**config.mk**
```make
export PLATFORM = sky130hd
export DESIGN_NAME = fifo_uart_tx
export DESIGN_NICKNAME = d
export VERILOG_FILES = /design/src/rtl/fifo_uart_pkg.sv /design/src/rtl/fifo_uart_tx_timer.sv /design/src/rtl/fifo_uart_tx.sv
export SDC_FILE = /design/constraint.sdc
export NUM_CORES = 1
export LEC_CHECK = 0
export BUFFER_PORTS_ARGS = -buffer_cell sky130_fd_sc_hd__buf_2
export CORE_AREA = 2 2 70 52
export DETAILED_ROUTE_END_ITERATION = 12
export DIE_AREA = 0 0 72 54
export GPL_TIMING_DRIVEN = 0
export PLACE_DENSITY = 0.83
export SYNTH_ARGS = -nofsm -noshare
export SYNTH_HDL_FRONTEND = slang
export SYNTH_SLANG_ARGS = --single-unit
```
**constraint.sdc**
```tcl
create_clock -name clk_i -period 1.85 [get_ports clk_i]
set_input_delay 0.0925 -clock clk_i [delete_from_list [all_inputs] [get_ports clk_i]]
set_output_delay 0.0925 -clock clk_i [all_outputs]
set_load 0.03 [all_outputs]
```
**src/rtl/fifo_uart_pkg.sv**
```systemverilog
// Shared definitions for the FIFO-fed UART transmitter: FSM encoding, default
// bit period and the idle level of the serial line.
package fifo_uart_pkg;

  typedef enum logic [2:0] {
    IDLE   = 3'd0,
    FETCH  = 3'd1,
    LOAD   = 3'd2,
    START  = 3'd3,
    DATA   = 3'd4,
    PARITY = 3'd5,
    STOP   = 3'd6
  } state_e;

  localparam int   DEFAULT_CLKS_PER_BIT = 16;
  localparam logic LINE_IDLE            = 1'b1;

endpackage

```
**src/rtl/fifo_uart_tx_timer.sv**
```systemverilog
// Bit-period counter: counts 0..CLKS_PER_BIT-1 and flags the last cycle of
// each serial bit, wrapping to zero on that cycle or whenever clr is high.
module uart_bit_timer
  import fifo_uart_pkg::*;
#(
  parameter int CLKS_PER_BIT = DEFAULT_CLKS_PER_BIT,
  parameter int CNT_WIDTH    = 16
) (
  input  logic clk_i,
  input  logic rst_i,
  input  logic clr,
  output logic bit_end
);

  logic [CNT_WIDTH-1:0] cnt_q;
  logic [CNT_WIDTH-1:0] cnt_d;

  assign bit_end = (cnt_q == CNT_WIDTH'(CLKS_PER_BIT - 1));

  always_comb begin
    cnt_d = cnt_q + 1'b1;
    if (clr || bit_end) cnt_d = '0;
  end

  always_ff @(posedge clk_i) begin
    if (rst_i) cnt_q <= '0;
    else       cnt_q <= cnt_d;
  end

endmodule

```
**src/rtl/fifo_uart_tx.sv**
```systemverilog
// Pops bytes from a synchronous FIFO and sends them as start/data(LSB first)/stop
// frames. Define FIFO_UART_TX_PARITY_EN to insert an even-parity bit before stop.
module fifo_uart_tx
  import fifo_uart_pkg::*;
#(
  parameter int WIDTH        = 8,
  parameter int CLKS_PER_BIT = DEFAULT_CLKS_PER_BIT,
  parameter int CNT_WIDTH    = 16
) (
  input  logic             clk_i,
  input  logic             rst_i,
  input  logic             enable_i,
  input  logic             fifo_empty_i,
  input  logic [WIDTH-1:0] fifo_rdata_i,
  output logic             fifo_rd_en_o,
  output logic             tx_o,
  output logic             busy_o,
  output logic             frame_done_o
);

  localparam int IDX_W = (WIDTH > 1) ? $clog2(WIDTH) : 1;
  localparam logic [IDX_W-1:0] LAST_IDX = IDX_W'(WIDTH - 1);

  state_e           state_q;
  logic [WIDTH-1:0] shift_q;
  logic [WIDTH-1:0] shift_d;
  logic [IDX_W-1:0] bit_idx_q;
  logic             tx_q;
  logic             rd_en_q;
  logic             busy_q;
  logic             timer_clr;
  logic             bit_end;
`ifdef FIFO_UART_TX_PARITY_EN
  logic             parity_q;
`endif

  // Timer is held at zero until the first START cycle so every bit is full length.
  assign timer_clr = (state_q == IDLE) || (state_q == FETCH) || (state_q == LOAD);
  assign shift_d   = shift_q >> 1;

  uart_bit_timer #(
    .CLKS_PER_BIT (CLKS_PER_BIT),
    .CNT_WIDTH    (CNT_WIDTH)
  ) u_timer (
    .clk_i   (clk_i),
    .rst_i   (rst_i),
    .clr     (timer_clr),
    .bit_end (bit_end)
  );

  // Outputs are assigned with the value they must carry in the next state.
  always_ff @(posedge clk_i) begin
    if (rst_i) begin
      state_q   <= IDLE;
      shift_q   <= '0;
      bit_idx_q <= '0;
      tx_q      <= LINE_IDLE;
      rd_en_q   <= 1'b0;
      busy_q    <= 1'b0;
`ifdef FIFO_UART_TX_PARITY_EN
      parity_q  <= 1'b0;
`endif
    end else begin
      case (state_q)
        IDLE: begin
          if (enable_i && !fifo_empty_i) begin
            state_q <= FETCH;
            rd_en_q <= 1'b1;
            busy_q  <= 1'b1;
          end
        end
        FETCH: begin
          state_q <= LOAD;
          rd_en_q <= 1'b0;
        end
        LOAD: begin
          state_q   <= START;
          shift_q   <= fifo_rdata_i;
          bit_idx_q <= '0;
          tx_q      <= 1'b0;
`ifdef FIFO_UART_TX_PARITY_EN
          parity_q  <= ^fifo_rdata_i;
`endif
        end
        START: begin
          if (bit_end) begin
            state_q <= DATA;
            tx_q    <= shift_q[0];
          end
        end
        DATA: begin
          if (bit_end) begin
            shift_q <= shift_d;
            if (bit_idx_q == LAST_IDX) begin
`ifdef FIFO_UART_TX_PARITY_EN
              state_q <= PARITY;
              tx_q    <= parity_q;
`else
              state_q <= STOP;
              tx_q    <= LINE_IDLE;
`endif
            end else begin
              bit_idx_q <= bit_idx_q + 1'b1;
              tx_q      <= shift_d[0];
            end
          end
        end
`ifdef FIFO_UART_TX_PARITY_EN
        PARITY: begin
          if (bit_end) begin
            state_q <= STOP;
            tx_q    <= LINE_IDLE;
          end
        end
`endif
        STOP: begin
          if (bit_end) begin
            state_q <= IDLE;
            busy_q  <= 1'b0;
            tx_q    <= LINE_IDLE;
          end
        end
        default: begin
          state_q <= IDLE;
          rd_en_q <= 1'b0;
          busy_q  <= 1'b0;
          tx_q    <= LINE_IDLE;
        end
      endcase
    end
  end

  assign fifo_rd_en_o = rd_en_q;
  assign tx_o         = tx_q;
  assign busy_o       = busy_q;
  assign frame_done_o = (state_q == STOP) && bit_end;

endmodule

```
# Word level (Yosys, flattened, before mapping)
# Cells that the tools add are included.
# op_classes
n_addsub,2
eq_ne,13
n_bitwise,3
muxes,20
n_reduce_logical,18
# ops
operator,n
$mux W3,7
$pmux W3 S6,1
$add A16 B1 Y16 const B,1
$eq A16 B4 Y1 const B,1
$pmux W8 S2,1
$ne A2 B2 Y1 const B,5
$eq A3 B3 Y1 const B,3
$mux W8,1
$reduce_or A4 Y1,2
$eq A3 B2 Y1 const B,2
$mux W1,6
$pmux W3 S2,1
$reduce_and A3 Y1,2
$pmux W1 S5,1
$reduce_and A5 Y1,1
$reduce_and A2 Y1,2
$reduce_and A4 Y1,1
$reduce_or A2 Y1,2
$add A3 B1 Y3 const B,1
$eq A3 B1 Y1 const B,1
$logic_not A3 Y1,1
$logic_or A1 B1 Y1,3
$not A1 Y1,3
$pmux W1 S3,1
other kinds (5),6
# word_totals
word_cells,63
output_inout_bits,4
register_bits,33

# Longest topological paths before layout
# depth
ltp_word,5
mapped_depth,8

# Cells and area by module
# From an unflattened synthesis, not the netlist that was laid out.
# hier_totals
hier_cells,183
area_unflattened_um2,1594.0
# modules_own_cells
module,area_each_um2,seq_area_each_um2,cells_each,instances
fifo_uart_tx,877.1,340.3,103,1
uart_bit_timer,716.9,320.3,80,1

# Worst setup path before layout
# No wires, ideal clock.
# synth_path
path_kind,register to register
from,register u_timer.cnt_q[0]
to,register u_timer.cnt_q[5]
path_buffers,3
period_less_slack_ps,1764
t_arrival_ps,1700
path_stages_with_launch,9
setup_time_ps,64
slack_ps,86
cell_sequence,dfxtp_1 ha_1 and3_4 and4_1 buf_6 or3_1 buf_6 buf_6 nor2_1
# synth_via
elab_chain_len,3
word_cells_on_any_way,4
# synth_lines
item,line_no,rtl
from (decl),fifo_uart_tx_timer.sv:15,logic [CNT_WIDTH-1:0] cnt_q;
from (signal assigned),fifo_uart_tx_timer.sv:27,else cnt_q <= cnt_d;
branches (longest 3 deep; another with $add A16 B1 Y16),--,
# Parallel ways; which one is timed is not known.
# A chain may end at the register's enable or synchronous reset.

# Final worst setup path
# layout_path
from,register u_timer.cnt_q[10]
to,output port frame_done_o
# layout_via
elab_chain_len,2
# layout_lines
item,line_no,rtl
$eq A16 B4 Y1,fifo_uart_tx_timer.sv:18,assign bit_end = (cnt_q == CNT_WIDTH'(CLKS_PER_BIT - 1));
$logic_and A1 B1 Y1,fifo_uart_tx.sv:136,assign frame_done_o = (state_q == STOP) && bit_end;
to (decl),fifo_uart_tx.sv:18,output logic frame_done_o
# No other way between the ends.

==> impl_metrics.json <==
{
  "drc_errors": 0,
  "cp_data_arrival_time_ps": 1710,
  "yosys_warnings": 0,
  "syn_area_um2": 1590,
  "final-hold-violation-count": 0,
  "grt_pass1_vias": 1124,
  "hp-class": "input pin to register",
  "relSlewSlack": 0.632,
  "layout_common_cells": "dfxtp_1, nor2_1, buf_2, nand2_1, a21oi_1",
  "synth_enable_flop_cells": 0,
  "core_area_um2": 3310,
  "cts_tree": "built",
  "clockBufferDepth": 2,
  "maxSlewViolCount": 0,
  "htreeDepth": 2,
  "path_class": "register to primary output",
  "rows": 18,
  "path_clk_slew_ps": 60,
  "synth_nets": 195,
  "initial_core_util": 0.480,
  "cp-end-kind": "primary output",
  "pwr-share-seq": 0.495,
  "die_w_um": 72,
  "max_freq_ghz": 0.556,
  "path_cells": "nor4_2 -> and4_1 -> buf_6 -> and3_2 -> buf_2",
  "worstSetupStartpointType": "register",
  "grt_usage": 0.174,
  "fin_skew_ps": 2.48,
  "postCtsHoldBufs": 0,
  "grt.overflow.total": 0,
  "wl_um": 3200,
  "drtPass1Iterations": 4,
  "gp_congestion": 0.854,
  "io_pins": 16,
  "crit_slowest_cell": "dfxtp_1",
  "dpl.hpwl_um": 2300,
  "dieHeight_um": 54,
  "synthFlopType": "dfxtp_1",
  "cts-root-buf": "clkbuf_8",
  "vias_per_cell": 5.65,
  "intPower_uw": 1170,
  "syn_inst": 180,
  "numPortBuffers": 15,
  "min_period_ps": 1800,
  "p_sw_frac": 0.284,
  "diodes": 0,
  "dp_slack_ps": -0.234,
  "layout_commonest_cell": "dfxtp_1",
  "antenna_found_initial": 0,
  "drive_gt1_frac": 0.256,
  "worst_pin_slew_ps": 538,
  "grt_max_degree": 11,
  "fin_ws_ps": 51.6,
  "fin_crit_sh": 0.972,
  "critPathBufInv": 2,
  "synthArstFlopShare": 0,
  "finalSetupViolations": 0,
  "nFillCells": 307,
  "design.die.area_um2": 3890,
  "crit_required_ps": 1760,
  "p_sw_uw": 464,
  "nets": 217,
  "grt_pass1_wl_um": 5060,
  "final_cells": 243,
  "ys_types": 45,
  "path_delay_family": "simple AND/OR/NAND/NOR gates",
  "area_growth_pct": 15.6,
  "powerDensity_nw_per_um2": 889,
  "p_leak_uw": 0.000664,
  "vias": 1372,
  "comb_power_share": 0.191,
  "avgSynthCellArea_um2": 8.83,
  "cts_inserted_buffers": 5,
  "clock_latency_ps": 280,
  "critPathMaxFanout": 7,
  "maxCapViolCount": 0,
  "ys_ff_latch": 33,
  "wl_per_cell_um": 13.2,
  "ir_worst_vdd_v": 0.000518,
  "slowest_delay_ps": 340,
  "cts.sinks": 33,
  "ant_nets": 0,
  "clockPowerShare": 0.314,
  "dp.cells": 235,
  "ys_seq_area_frac": 0.416,
  "status": "completed",
  "rsz0062_at_grt": "false",
  "drt_iter0_markers": 92
}
==> worst reg2reg max path, delay by kind of cell (launching register included) <==
family,cells,cell delay [ps]
compound gates,2,660
flops,1,340
simple gates,2,680
==> routing by layer <==
| layer | share of wire | wire (um) | vias up | GRT usage |
|---|---|---|---|---|
| met5 | 0 | 0 | - | 0 |
| met4 | 0.020 | 63 | 0 | 0.0943 |
| met3 | 0.049 | 156 | 7 | 0.0431 |
| met2 | 0.41 | 1300 | 32 | 0.230 |
| met1 | 0.52 | 1680 | 630 | 0.255 |
| li1 | - | - | 703 | - |
==> cells in the mapped netlist (all sizes together), types with 5 or more instances <==
library cell	number	area, um2
o221a	7	78.8
nand2	10	40.0
buf	5	43.8
nor2	30	113
inv	7	26.3
o21ai	6	37.5
a21oi	8	40.0
nand3	6	30.0
dfxtp	33	661
xor2	7	61.3
nand4	5	31.3
==> sequential cells by signal, indices dropped and copies added (netlist names) <==
name	flops
bit_idx_q	3
state_q	3
tx_o	1
busy_o	1
shift_q	8
fifo_rd_en_o	1
u_timer.cnt_q	16
==> kinds of logic (layout without fill, tap and decap cells) <==
group                      Yosys count  after routing  synth area share
xor gates and xnor gates            11             11            0.0606
adders and majority gates            3              3            0.0236
and+or+nand+nor                     80             80             0.267
buffers and inverters               16             39            0.0535
DFF                                 33             33             0.416
AOI/OAI and AO/OA                   37             37             0.180
==> metrics by stage <==
step | TNS [ps] | cell area [um2] | hold WS (ps) | util | power (uW)
after CTS | 0 | 1800 | 81.4 | 0.543 | 1650
final | 0 | 1840 | 89.9 | 0.555 | 1630
after global routing | 0 | 1840 | 116 | 0.555 | 1720
after floorplan | 0 | 1590 | 259 | - | 1050
after global placement | 0 | 1710 | 377 | 0.518 | 1120
after detailed placement | -0.234 | 1710 | 386 | 0.518 | 1130
==> power groups by stage <==
stage	Clock [uW]	Sequential (uW)	Combinational [uW]
2_1_floorplan	0	838	214
3_3_place_gp	0	822	300
3_5_place_dp	0	822	307
4_1_cts	532	807	310
5_1_grt	555	816	346
6_report	513	809	312
==> worst paths after layout <==
path / depth (start not counted) / end / slack, ps / from
max: 5 / frame_done_o / 50 / u_timer.cnt_q[10]
max reg2reg: 4 / shift_q[6] / 110 / u_timer.cnt_q[10]
min: 3 / shift_q[7] / 90 / fifo_rdata_i[7]
min reg2reg: 1 / u_timer.cnt_q[0] / 410 / u_timer.cnt_q[0]
==> cell type report <==
type / count / area (um2) / area share
multi-input combinational: 131 / 887 / 0.483
inverter: 7 / 26.3 / 0.0143
sequential: 33 / 663 / 0.361
tap: 40 / 50.0 / 0.0272
timing repair buffer: 16 / 82.6 / 0.0450
buffer: 8 / 47.5 / 0.0259
clock buffer: 8 / 80.1 / 0.0436
==> what timing repair did <==
item / CTS / global route
setup endpoints to repair: 10 / 18
pin swaps: 0 / 3
cloned: 0 / 0
buffers inserted: 0 / 1
resized for setup: 1 / 10
Note: power is estimated with default switching activity, not from simulation.
